===== config.mk =====
export PLATFORM = sky130hd
export DESIGN_NAME = syn_branch_target_buffer_flat
export DESIGN_NICKNAME = d
export VERILOG_FILES = /design/src/rtl/syn_branch_target_buffer_pkg.sv /design/src/rtl/syn_branch_target_buffer_if.sv /design/src/rtl/syn_branch_target_buffer.sv /design/src/flat_wrapper.sv
export SDC_FILE = /design/constraint.sdc
export NUM_CORES = 1
export LEC_CHECK = 0
export ABC_CLOCK_PERIOD_IN_PS = 5400
export CAP_MARGIN = 20
export CORE_MARGIN = 2
export CORE_UTILIZATION = 40
export DETAILED_ROUTE_END_ITERATION = 10
export GPL_TIMING_DRIVEN = 0
export SLEW_MARGIN = 20
export SYNTH_ARGS = -nofsm -noshare
export SYNTH_HDL_FRONTEND = slang
export SYNTH_SLANG_ARGS = --single-unit

===== constraint.sdc =====
create_clock -name clk -period 5.4 [get_ports clk]
set_clock_uncertainty 0.05 [all_clocks]
set_input_delay 1.35 -clock clk [delete_from_list [all_inputs] [get_ports clk]]
set_output_delay 1.35 -clock clk [all_outputs]
set_load 0.02 [all_outputs]

===== src/rtl/syn_branch_target_buffer_pkg.sv =====
// Shared constants for the branch target buffer.
//
// Purpose:
//   - Ties the default PC width to the instruction-memory address width.
//   - Supplies the default BTB geometry.
//   - Provides the counter initialisation helpers used by the BTB.
// Ports: none (package).
package syn_branch_target_buffer_pkg;

    localparam int IM_ADDR_BIT    = 10;
    localparam int BTB_ADDR_BITS  = IM_ADDR_BIT;
    localparam int BTB_INDEX_BITS = 4;
    localparam int BTB_CTR_BITS   = 2;

    // Weakly not-taken: one below the taken threshold (0 for a 1-bit counter).
    function automatic int unsigned ctr_weak_nt(input int unsigned bits);
        return (32'd1 << (bits - 1)) - 32'd1;
    endfunction

    // Weakly taken: the smallest value whose MSB is set.
    function automatic int unsigned ctr_weak_t(input int unsigned bits);
        return 32'd1 << (bits - 1);
    endfunction

endpackage


===== src/rtl/syn_branch_target_buffer_if.sv =====
// Pipeline <-> BTB connection bundle.
//
// Purpose: groups the IF-stage lookup and the EX-stage update signals.
// Ports (signals):
//   lk_pc, lk_hit, lk_taken, lk_next_pc            IF lookup
//   upd_valid, upd_is_jump, upd_pc, upd_taken,
//   upd_target, upd_pred_taken, upd_pred_next,
//   upd_mispredict                                 EX update / redirect
// Modports: master = pipeline side, slave = BTB side.
interface syn_branch_target_buffer_if
    import syn_branch_target_buffer_pkg::*;
#(
    parameter int ADDR_BITS = BTB_ADDR_BITS
) ();

    logic [ADDR_BITS-1:0] lk_pc;
    logic                 lk_hit;
    logic                 lk_taken;
    logic [ADDR_BITS-1:0] lk_next_pc;

    logic                 upd_valid;
    logic                 upd_is_jump;
    logic [ADDR_BITS-1:0] upd_pc;
    logic                 upd_taken;
    logic [ADDR_BITS-1:0] upd_target;
    logic                 upd_pred_taken;
    logic [ADDR_BITS-1:0] upd_pred_next;
    logic                 upd_mispredict;

    modport master (
        output lk_pc, upd_valid, upd_is_jump, upd_pc, upd_taken,
               upd_target, upd_pred_taken, upd_pred_next,
        input  lk_hit, lk_taken, lk_next_pc, upd_mispredict
    );

    modport slave (
        input  lk_pc, upd_valid, upd_is_jump, upd_pc, upd_taken,
               upd_target, upd_pred_taken, upd_pred_next,
        output lk_hit, lk_taken, lk_next_pc, upd_mispredict
    );

endinterface


===== src/rtl/syn_branch_target_buffer.sv =====
// Direct-mapped branch target buffer with saturating direction counters.
//
// Purpose: IF looks up the next PC combinationally; EX writes resolved
// outcomes back and receives a mispredict flag for redirect/flush.
// Ports:
//   clk, rst_n   clock (rising edge), asynchronous active-low reset
//   en           global enable; low holds all state
//   flush        invalidates every entry at the next enabled edge
//   btb          syn_branch_target_buffer_if.slave (lookup + update)
//   stat_branches, stat_mispredicts   only when BTB_STATS_EN is defined
// Configuration macro: BTB_STATS_EN adds the 32-bit statistics counters.
// The interface instance must use the same ADDR_BITS as this module.
module syn_branch_target_buffer
    import syn_branch_target_buffer_pkg::*;
#(
    parameter int ADDR_BITS  = BTB_ADDR_BITS,
    parameter int INDEX_BITS = BTB_INDEX_BITS,
    parameter int CTR_BITS   = BTB_CTR_BITS
) (
    input  logic clk,
    input  logic rst_n,
    input  logic en,
    input  logic flush,
    syn_branch_target_buffer_if.slave btb
`ifdef BTB_STATS_EN
    ,
    output logic [31:0] stat_branches,
    output logic [31:0] stat_mispredicts
`endif
);

    localparam int ENTRIES  = 1 << INDEX_BITS;
    localparam int TAG_BITS = ADDR_BITS - INDEX_BITS;

    localparam logic [CTR_BITS-1:0] CTR_MAX    = '1;
    localparam logic [CTR_BITS-1:0] CTR_INIT   = CTR_BITS'(ctr_weak_nt(CTR_BITS));
    localparam logic [CTR_BITS-1:0] CTR_WEAK_T = CTR_BITS'(ctr_weak_t(CTR_BITS));

    logic                  valid_q  [ENTRIES];
    logic [TAG_BITS-1:0]   tag_q    [ENTRIES];
    logic [ADDR_BITS-1:0]  target_q [ENTRIES];
    logic [CTR_BITS-1:0]   ctr_q    [ENTRIES];

    logic [INDEX_BITS-1:0] lk_idx;
    logic [TAG_BITS-1:0]   lk_tag;
    logic [INDEX_BITS-1:0] upd_idx;
    logic [TAG_BITS-1:0]   upd_tag;
    logic                  upd_hit;
    logic [CTR_BITS-1:0]   ctr_cur;
    logic [CTR_BITS-1:0]   ctr_nxt;

    assign lk_idx  = btb.lk_pc[INDEX_BITS-1:0];
    assign lk_tag  = btb.lk_pc[ADDR_BITS-1:INDEX_BITS];
    assign upd_idx = btb.upd_pc[INDEX_BITS-1:0];
    assign upd_tag = btb.upd_pc[ADDR_BITS-1:INDEX_BITS];

    // Lookup reads registered state only, so a same-cycle update to the
    // same entry is seen by IF one cycle later (no bypass).
    assign btb.lk_hit     = valid_q[lk_idx] && (tag_q[lk_idx] == lk_tag);
    assign btb.lk_taken   = btb.lk_hit && ctr_q[lk_idx][CTR_BITS-1];
    assign btb.lk_next_pc = btb.lk_taken ? target_q[lk_idx]
                                         : btb.lk_pc + ADDR_BITS'(1);

    assign upd_hit = valid_q[upd_idx] && (tag_q[upd_idx] == upd_tag);

    // Deliberately not gated by en: EX needs the redirect decision regardless.
    assign btb.upd_mispredict = btb.upd_valid &&
        ((btb.upd_pred_taken != btb.upd_taken) ||
         (btb.upd_taken && (btb.upd_pred_next != btb.upd_target)));

    // Next counter value for a hitting update: jumps force strongly taken,
    // branches move one step toward the outcome and stop at the rails.
    always_comb begin
        ctr_cur = ctr_q[upd_idx];
        ctr_nxt = ctr_cur;
        if (btb.upd_is_jump) begin
            ctr_nxt = CTR_MAX;
        end else if (btb.upd_taken) begin
            if (ctr_cur != CTR_MAX) ctr_nxt = ctr_cur + CTR_BITS'(1);
        end else begin
            if (ctr_cur != '0) ctr_nxt = ctr_cur - CTR_BITS'(1);
        end
    end

    // Flush takes priority over a same-cycle update; only valid bits are
    // cleared, the rest of each entry is left as-is.
    always_ff @(posedge clk or negedge rst_n) begin
        if (!rst_n) begin
            for (int i = 0; i < ENTRIES; i++) begin
                valid_q[i]  <= 1'b0;
                tag_q[i]    <= '0;
                target_q[i] <= '0;
                ctr_q[i]    <= CTR_INIT;
            end
        end else if (en) begin
            if (flush) begin
                for (int i = 0; i < ENTRIES; i++) valid_q[i] <= 1'b0;
            end else if (btb.upd_valid) begin
                if (upd_hit) begin
                    ctr_q[upd_idx] <= ctr_nxt;
                    if (btb.upd_is_jump || btb.upd_taken)
                        target_q[upd_idx] <= btb.upd_target;
                end else if (btb.upd_taken) begin
                    valid_q[upd_idx]  <= 1'b1;
                    tag_q[upd_idx]    <= upd_tag;
                    target_q[upd_idx] <= btb.upd_target;
                    ctr_q[upd_idx]    <= btb.upd_is_jump ? CTR_MAX : CTR_WEAK_T;
                end
            end
        end
    end

`ifdef BTB_STATS_EN
    // Statistics count every enabled resolved instruction; flush does not clear them.
    always_ff @(posedge clk or negedge rst_n) begin
        if (!rst_n) begin
            stat_branches    <= '0;
            stat_mispredicts <= '0;
        end else if (en && btb.upd_valid) begin
            stat_branches <= stat_branches + 32'd1;
            if (btb.upd_mispredict) stat_mispredicts <= stat_mispredicts + 32'd1;
        end
    end
`endif

endmodule


===== src/flat_wrapper.sv =====
// flat-port wrapper written by rule: the top's interface ports become plain ports
module syn_branch_target_buffer_flat import syn_branch_target_buffer_pkg::*;
#(
    parameter int ADDR_BITS  = BTB_ADDR_BITS,
    parameter int INDEX_BITS = BTB_INDEX_BITS,
    parameter int CTR_BITS   = BTB_CTR_BITS
)
  (clk, rst_n, en, flush, btb_lk_pc, btb_upd_valid, btb_upd_is_jump, btb_upd_pc, btb_upd_taken, btb_upd_target, btb_upd_pred_taken, btb_upd_pred_next, btb_lk_hit, btb_lk_taken, btb_lk_next_pc, btb_upd_mispredict);
  syn_branch_target_buffer_if #(.ADDR_BITS(ADDR_BITS)) btb_i ();
  input  logic clk;
  input  logic rst_n;
  input  logic en;
  input  logic flush;
  input wire logic [$bits(btb_i.lk_pc)-1:0] btb_lk_pc;
  input wire logic [$bits(btb_i.upd_valid)-1:0] btb_upd_valid;
  input wire logic [$bits(btb_i.upd_is_jump)-1:0] btb_upd_is_jump;
  input wire logic [$bits(btb_i.upd_pc)-1:0] btb_upd_pc;
  input wire logic [$bits(btb_i.upd_taken)-1:0] btb_upd_taken;
  input wire logic [$bits(btb_i.upd_target)-1:0] btb_upd_target;
  input wire logic [$bits(btb_i.upd_pred_taken)-1:0] btb_upd_pred_taken;
  input wire logic [$bits(btb_i.upd_pred_next)-1:0] btb_upd_pred_next;
  output wire logic [$bits(btb_i.lk_hit)-1:0] btb_lk_hit;
  output wire logic [$bits(btb_i.lk_taken)-1:0] btb_lk_taken;
  output wire logic [$bits(btb_i.lk_next_pc)-1:0] btb_lk_next_pc;
  output wire logic [$bits(btb_i.upd_mispredict)-1:0] btb_upd_mispredict;
  assign btb_i.lk_pc = btb_lk_pc;
  assign btb_i.upd_valid = btb_upd_valid;
  assign btb_i.upd_is_jump = btb_upd_is_jump;
  assign btb_i.upd_pc = btb_upd_pc;
  assign btb_i.upd_taken = btb_upd_taken;
  assign btb_i.upd_target = btb_upd_target;
  assign btb_i.upd_pred_taken = btb_upd_pred_taken;
  assign btb_i.upd_pred_next = btb_upd_pred_next;
  assign btb_lk_hit = btb_i.lk_hit;
  assign btb_lk_taken = btb_i.lk_taken;
  assign btb_lk_next_pc = btb_i.lk_next_pc;
  assign btb_upd_mispredict = btb_i.upd_mispredict;
  syn_branch_target_buffer #(.ADDR_BITS(ADDR_BITS), .INDEX_BITS(INDEX_BITS), .CTR_BITS(CTR_BITS)) u_core (.clk(clk), .rst_n(rst_n), .en(en), .flush(flush), .btb(btb_i));
endmodule

# [Word level (Yosys, flattened, before mapping)]
# Index checks and enable logic that the tools add are counted.
[classes] addsub=3 order_cmp=3 n_eq_ne=7 muxes=48 n_bitwise=5 reduce_logical=16
[ops] op="160-bit two-way mux" count=3
[ops] op="160-bit bitwise mux" count=1
[ops] op="96-bit bitwise mux" count=1
[ops] op="32-bit bitwise mux" count=2
[ops] op="16-bit two-way mux" count=4
[ops] op="32-bit two-way mux" count=2
[ops] op="6-bit binary-select mux with 4-bit select" count=2
[ops] op="10-bit binary-select mux with 4-bit select" count=1
[ops] op="10-bit demux with 4-bit select" count=1
[ops] op="10-bit two-way mux" count=4
[ops] op="6-bit two-way mux" count=5
[ops] op="6-bit demux with 4-bit select" count=1
[ops] op="2-bit two-way mux" count=9
[ops] op="2-bit binary-select mux with 4-bit select" count=2
[ops] op="16-bit bitwise OR" count=1
[ops] op="6-bit equality test" count=2
[ops] op="10-bit by 1-bit adder with 10-bit output, second input constant" count=1
[ops] op="5-bit greater-or-equal comparator, second input constant" count=2
[ops] op="10-bit != test" count=1
[ops] op="4-bit inverter with 5-bit output" count=2
[ops] op="5-bit AND reduction" count=2
[ops] op="1-bit binary-select mux with 4-bit select" count=2
[ops] op="2-bit demux with 4-bit select" count=1
[ops] op="4-bit AND reduction" count=2
[ops] op="other kinds (11)" count=28
[word_totals] reg_bits=304 in_bits=48 output_inout_bits=13 wordCells=146

# [Longest topological paths before layout]
[depth] word_depth=10 mapped_depth=15 ltp_nobuf=7

# [Worst setup path before layout]
# No wires, ideal clock.
[synth_timing] path_kind="input -> output" from="input port btb_lk_pc[0]" to="output port btb_lk_next_pc[1]" arrival_ps=4067 t_required_ps=4000 slack_ps=-67 path_stages=7 path_buffers=4 path_cell_list="buf_2 buf_2 buf_2 buf_1 mux4_2 mux4_2 mux2_2"
[synth_between] elab_chain_cells=8 elab_cells_between_ends=18 classes_between="1 x add/sub; 1 x eq/ne; 13 x mux; 1 x bitwise; 2 x reduce/logical"
[synth_lines] element="from (decl)" line="flat_wrapper.sv:14" text="input wire logic [$bits(btb_i.lk_pc)-1:0] btb_lk_pc;"
[synth_lines] element="4-bit inverter with 5-bit output (not written as such)" line="syn_branch_target_buffer.sv:59, syn_branch_target_buffer.sv:60, syn_branch_target_buffer.sv:61"
[synth_lines] element="6-bit binary-select mux with 4-bit select" line="syn_branch_target_buffer.sv:59" text="assign btb.lk_hit = valid_q[lk_idx] && (tag_q[lk_idx] == lk_tag);"
[synth_lines] element="6-bit two-way mux (not written as such) (2 in series)" line="syn_branch_target_buffer.sv:59"
[synth_lines] element="6-bit equality test" line="syn_branch_target_buffer.sv:59"
[synth_lines] element="1-bit logical AND" line="syn_branch_target_buffer.sv:59"
[synth_lines] element="1-bit logical AND" line="syn_branch_target_buffer.sv:60" text="assign btb.lk_taken = btb.lk_hit && ctr_q[lk_idx][CTR_BITS-1];"
[synth_lines] element="10-bit two-way mux (*)" line="syn_branch_target_buffer.sv:61" text="assign btb.lk_next_pc = btb.lk_taken ? target_q[lk_idx]"
[synth_lines] element="to (decl)" line="flat_wrapper.sv:24" text="output wire logic [$bits(btb_i.lk_next_pc)-1:0] btb_lk_next_pc;"
# Every way passes the cells marked *; elsewhere a longest branch is shown, timed or not. The select of a mux whose other input is x is not followed.

# [Worst setup path after layout]
[layout_timing] from="input port btb_lk_pc[1]" to="output port btb_lk_next_pc[1]"
# Same word-level chain as after synthesis.

==> out/metrics.csv <==
metric;value;unit
outcome;completed;
Min-Delay Path Class;reg -> reg;
Bufs and invs on worst path;6;
port buffer count;51;
via count;11310;
post-layout minimum cycle time;5337;ps
most common cell after layout, fill and taps aside;dfrtp_1;
slew margin rel.;15.87;%
crit-path max cell delay;500;ps
R2R setup slack;1680;ps
Seq cells post-synth;304;
# nets final;1336;
Routed WL;51.27;mm
slowest CP cell;mux4_2;
synth-to-layout area growth;16.71;%
Cells after Synth;1183;
asr flop ratio synth;100.0;%
Max VDD drop;165.8;uV
largest net degree at the start of global routing;100;
worst path cell trace;buf_6, buf_12, bufbuf_16, mux4_2, mux2i_2, xor2_1, a31oi_2, nor3b_2, buf_4, buf_12, mux2_4, buf_6;
die width;210.2;um
# hold bufs at CTS;0;
post-route cell area;19840;um^2
drt initial violations;982;
Worst-path clk slew;60;ps
DPL Wire Length;34.63;mm
ratio of cells with drive above 1 in the final layout;44.77;%
core footprint;41950;um^2
worst hold slack;449.7;ps
DR DRC count;0;
maximum clock frequency;187.4;MHz
Slew Limit Fails;0;
initial antenna violation count;0;
most frequent cells in the layout;288 x dfrtp_1, 260 x mux2_2, 110 x mux4_2;
vias per inst;6.112;
CTS max path bufs;3;
Synth cell types;63;
worst path arrival time;3940;ps
initial cell density of the core;40.53;%
total track usage;23.86;%
vias in the first global route;11920;
hold endpoint;u_core.target_q[50];
Setup crit end kind;output pin;
Worst setup startpoint;btb_lk_pc[1];
Worst Tran Pin Value;1230;ps
worst hold path depth;1;
Cell Area, Placed;18280;um^2
WL per Instance;27.72;um
Detail Route Antenna Nets;0;
Final Hold Vio Count;0;
r2r worst-path depth;9;
Static Leak;8.691;nW
Worst Path Required;4000;ps
GR Util met3;4.127;%
grt total ovfl;0;
synthesized area;17000;um^2
Syn Area/Cell;14.37;um^2
MaxCap Viol Count;0;
delay-heaviest family, CP;multiplexers;
Final Cycle Share;98.83;%
Yosys warning count;0;
top_reg_cell synth;dfrtp_1;
Clock Latency Late Sink;550;ps
root buf cell;clkbuf_16;
CTS tree;done;
Pwr Total;0.005940;W
net count after synthesis;1232;
H-tree depth;2;
Worst R2R Start;u_core.tag_q[44];
min-delay src;u_core.target_q[50];
Setup CP Type;in -> out;
CTS Buf Count;37;
Placer Congestion;0.9586;
1st-pass router iterations;5;
io pins;61;
Pwr Density;299.4;nW/um^2
sequential area share after synthesis;44.87;%
global-route wire length before repair;78.03;mm
number of synthesized flops with an enable pin;0;
GR Util met1;33.83;%
CTS Sinks;304;
worst-path fanout max;8;
gr busiest metal;met2;
Startpoint Class;primary input;
RSZ-0062 raised after global routing;true;
final setup vio count;0;
worst r2r dst;u_core.ctr_q[18];
n_diodes;0;
full die area;44170;um^2
num rows;75;
Die Y;210.2;um
met2 GRT Util;37.55;%
## what timing repair did
| item | in CTS | in global routing |
|---|---|---|
| hold endpoints to repair | 0 | 0 |
| resized for setup | 165 | 9 |
| pin swaps | 4 | 4 |
| cloned | 2 | 0 |
| buffers inserted | 7 | 3 |
| setup endpoints to repair | 13 | 12 |
## cell type report
class	count	area (um^2)
Buffer	101	721.9
Clock buffer	54	1081
Clock inverter	9	86.33
Fill cell	3669	22110
Inverter	6	22.52
Multi-Input combinational cell	771	8902
Sequential cell	304	7627
Tap cell	539	674.4
Timing Repair Buffer	66	724.4
## Yosys cell counts, types with 7 or more instances
library cell | instances | area share, %
a2111oi_0 | 16 | 0.82
mux2_2 | 268 | 18
a32oi_4 | 11 | 1.8
o311a_1 | 12 | 0.71
nor2_1 | 26 | 0.57
xor2_1 | 11 | 0.57
buf_2 | 21 | 0.62
nand3_1 | 29 | 0.85
a221oi_1 | 12 | 0.62
xnor2_1 | 22 | 1.1
a21oi_1 | 31 | 0.91
dfstp_2 | 16 | 2.5
and3_1 | 20 | 0.74
clkbuf_1 | 51 | 1.1
buf_1 | 11 | 0.24
buf_4 | 7 | 0.31
a221o_1 | 11 | 0.65
a211oi_4 | 15 | 1.8
nor3_1 | 19 | 0.56
mux4_2 | 110 | 15
a211oi_1 | 9 | 0.40
a21o_1 | 16 | 0.71
mux2i_1 | 40 | 2.4
dfrtp_1 | 288 | 42
nand2_1 | 31 | 0.68
## metal layers
layer	vias up	routed length, um
met3	96	2973
met4	0	1399
li1	4804	-
met5	-	0
met2	373	23650
met1	6034	23250
## sequential cells by signal, indices dropped and copies added (netlist names)
name and count:
u_core.ctr_q 32, u_core.tag_q 96, u_core.target_q 160, u_core.valid_q 16
## power breakdown
| part | total (W) | switching (W) | internal, W |
|---|---|---|---|
| clock network | 0.00243 | 0.000995 | 0.00143 |
| registers | 0.00260 | 0.000118 | 0.00248 |
| logic | 0.000910 | 0.000458 | 0.000452 |
| total | 0.00594 | 0.00157 | 0.00437 |
## worst max-delay path by stage
stage,slack [ps],end,cells after the start
2_1_floorplan,20,btb_lk_next_pc[1],11
6_report,60,btb_lk_next_pc[1],12
3_3_place_gp,-10630,u_core.tag_q[87],1
4_1_cts,-10,btb_lk_next_pc[7],11
3_5_place_dp,-2320,btb_lk_next_pc[9],10
5_1_grt,-7,btb_lk_hit,9
## cells by family after synthesis
kind of cell	Yosys count	share of synthesized area, %
muxes	425	35.34
DFF	304	44.87
AOI/OAI and AO/OA	161	9.804
and+or+nand+nor	148	4.424
buffers and inverters	108	3.474
xor gates and xnor gates	35	1.958
adders and majority gates	2	0.1325
## stage by stage
step	setup slack, ps	instances	util, %	TNS (ps)
final	63.35	1850	47.30	0
after global routing	-7.178	1850	47.30	-13.73
after CTS	-9.587	1848	47.20	-26.74
after detailed placement	-2325	1776	43.58	-28070
after global placement	-10630	1773	43.37	-3185060
after floorplan	19.30	1183	-	0
Note: power is estimated with default switching activity, not from simulation.
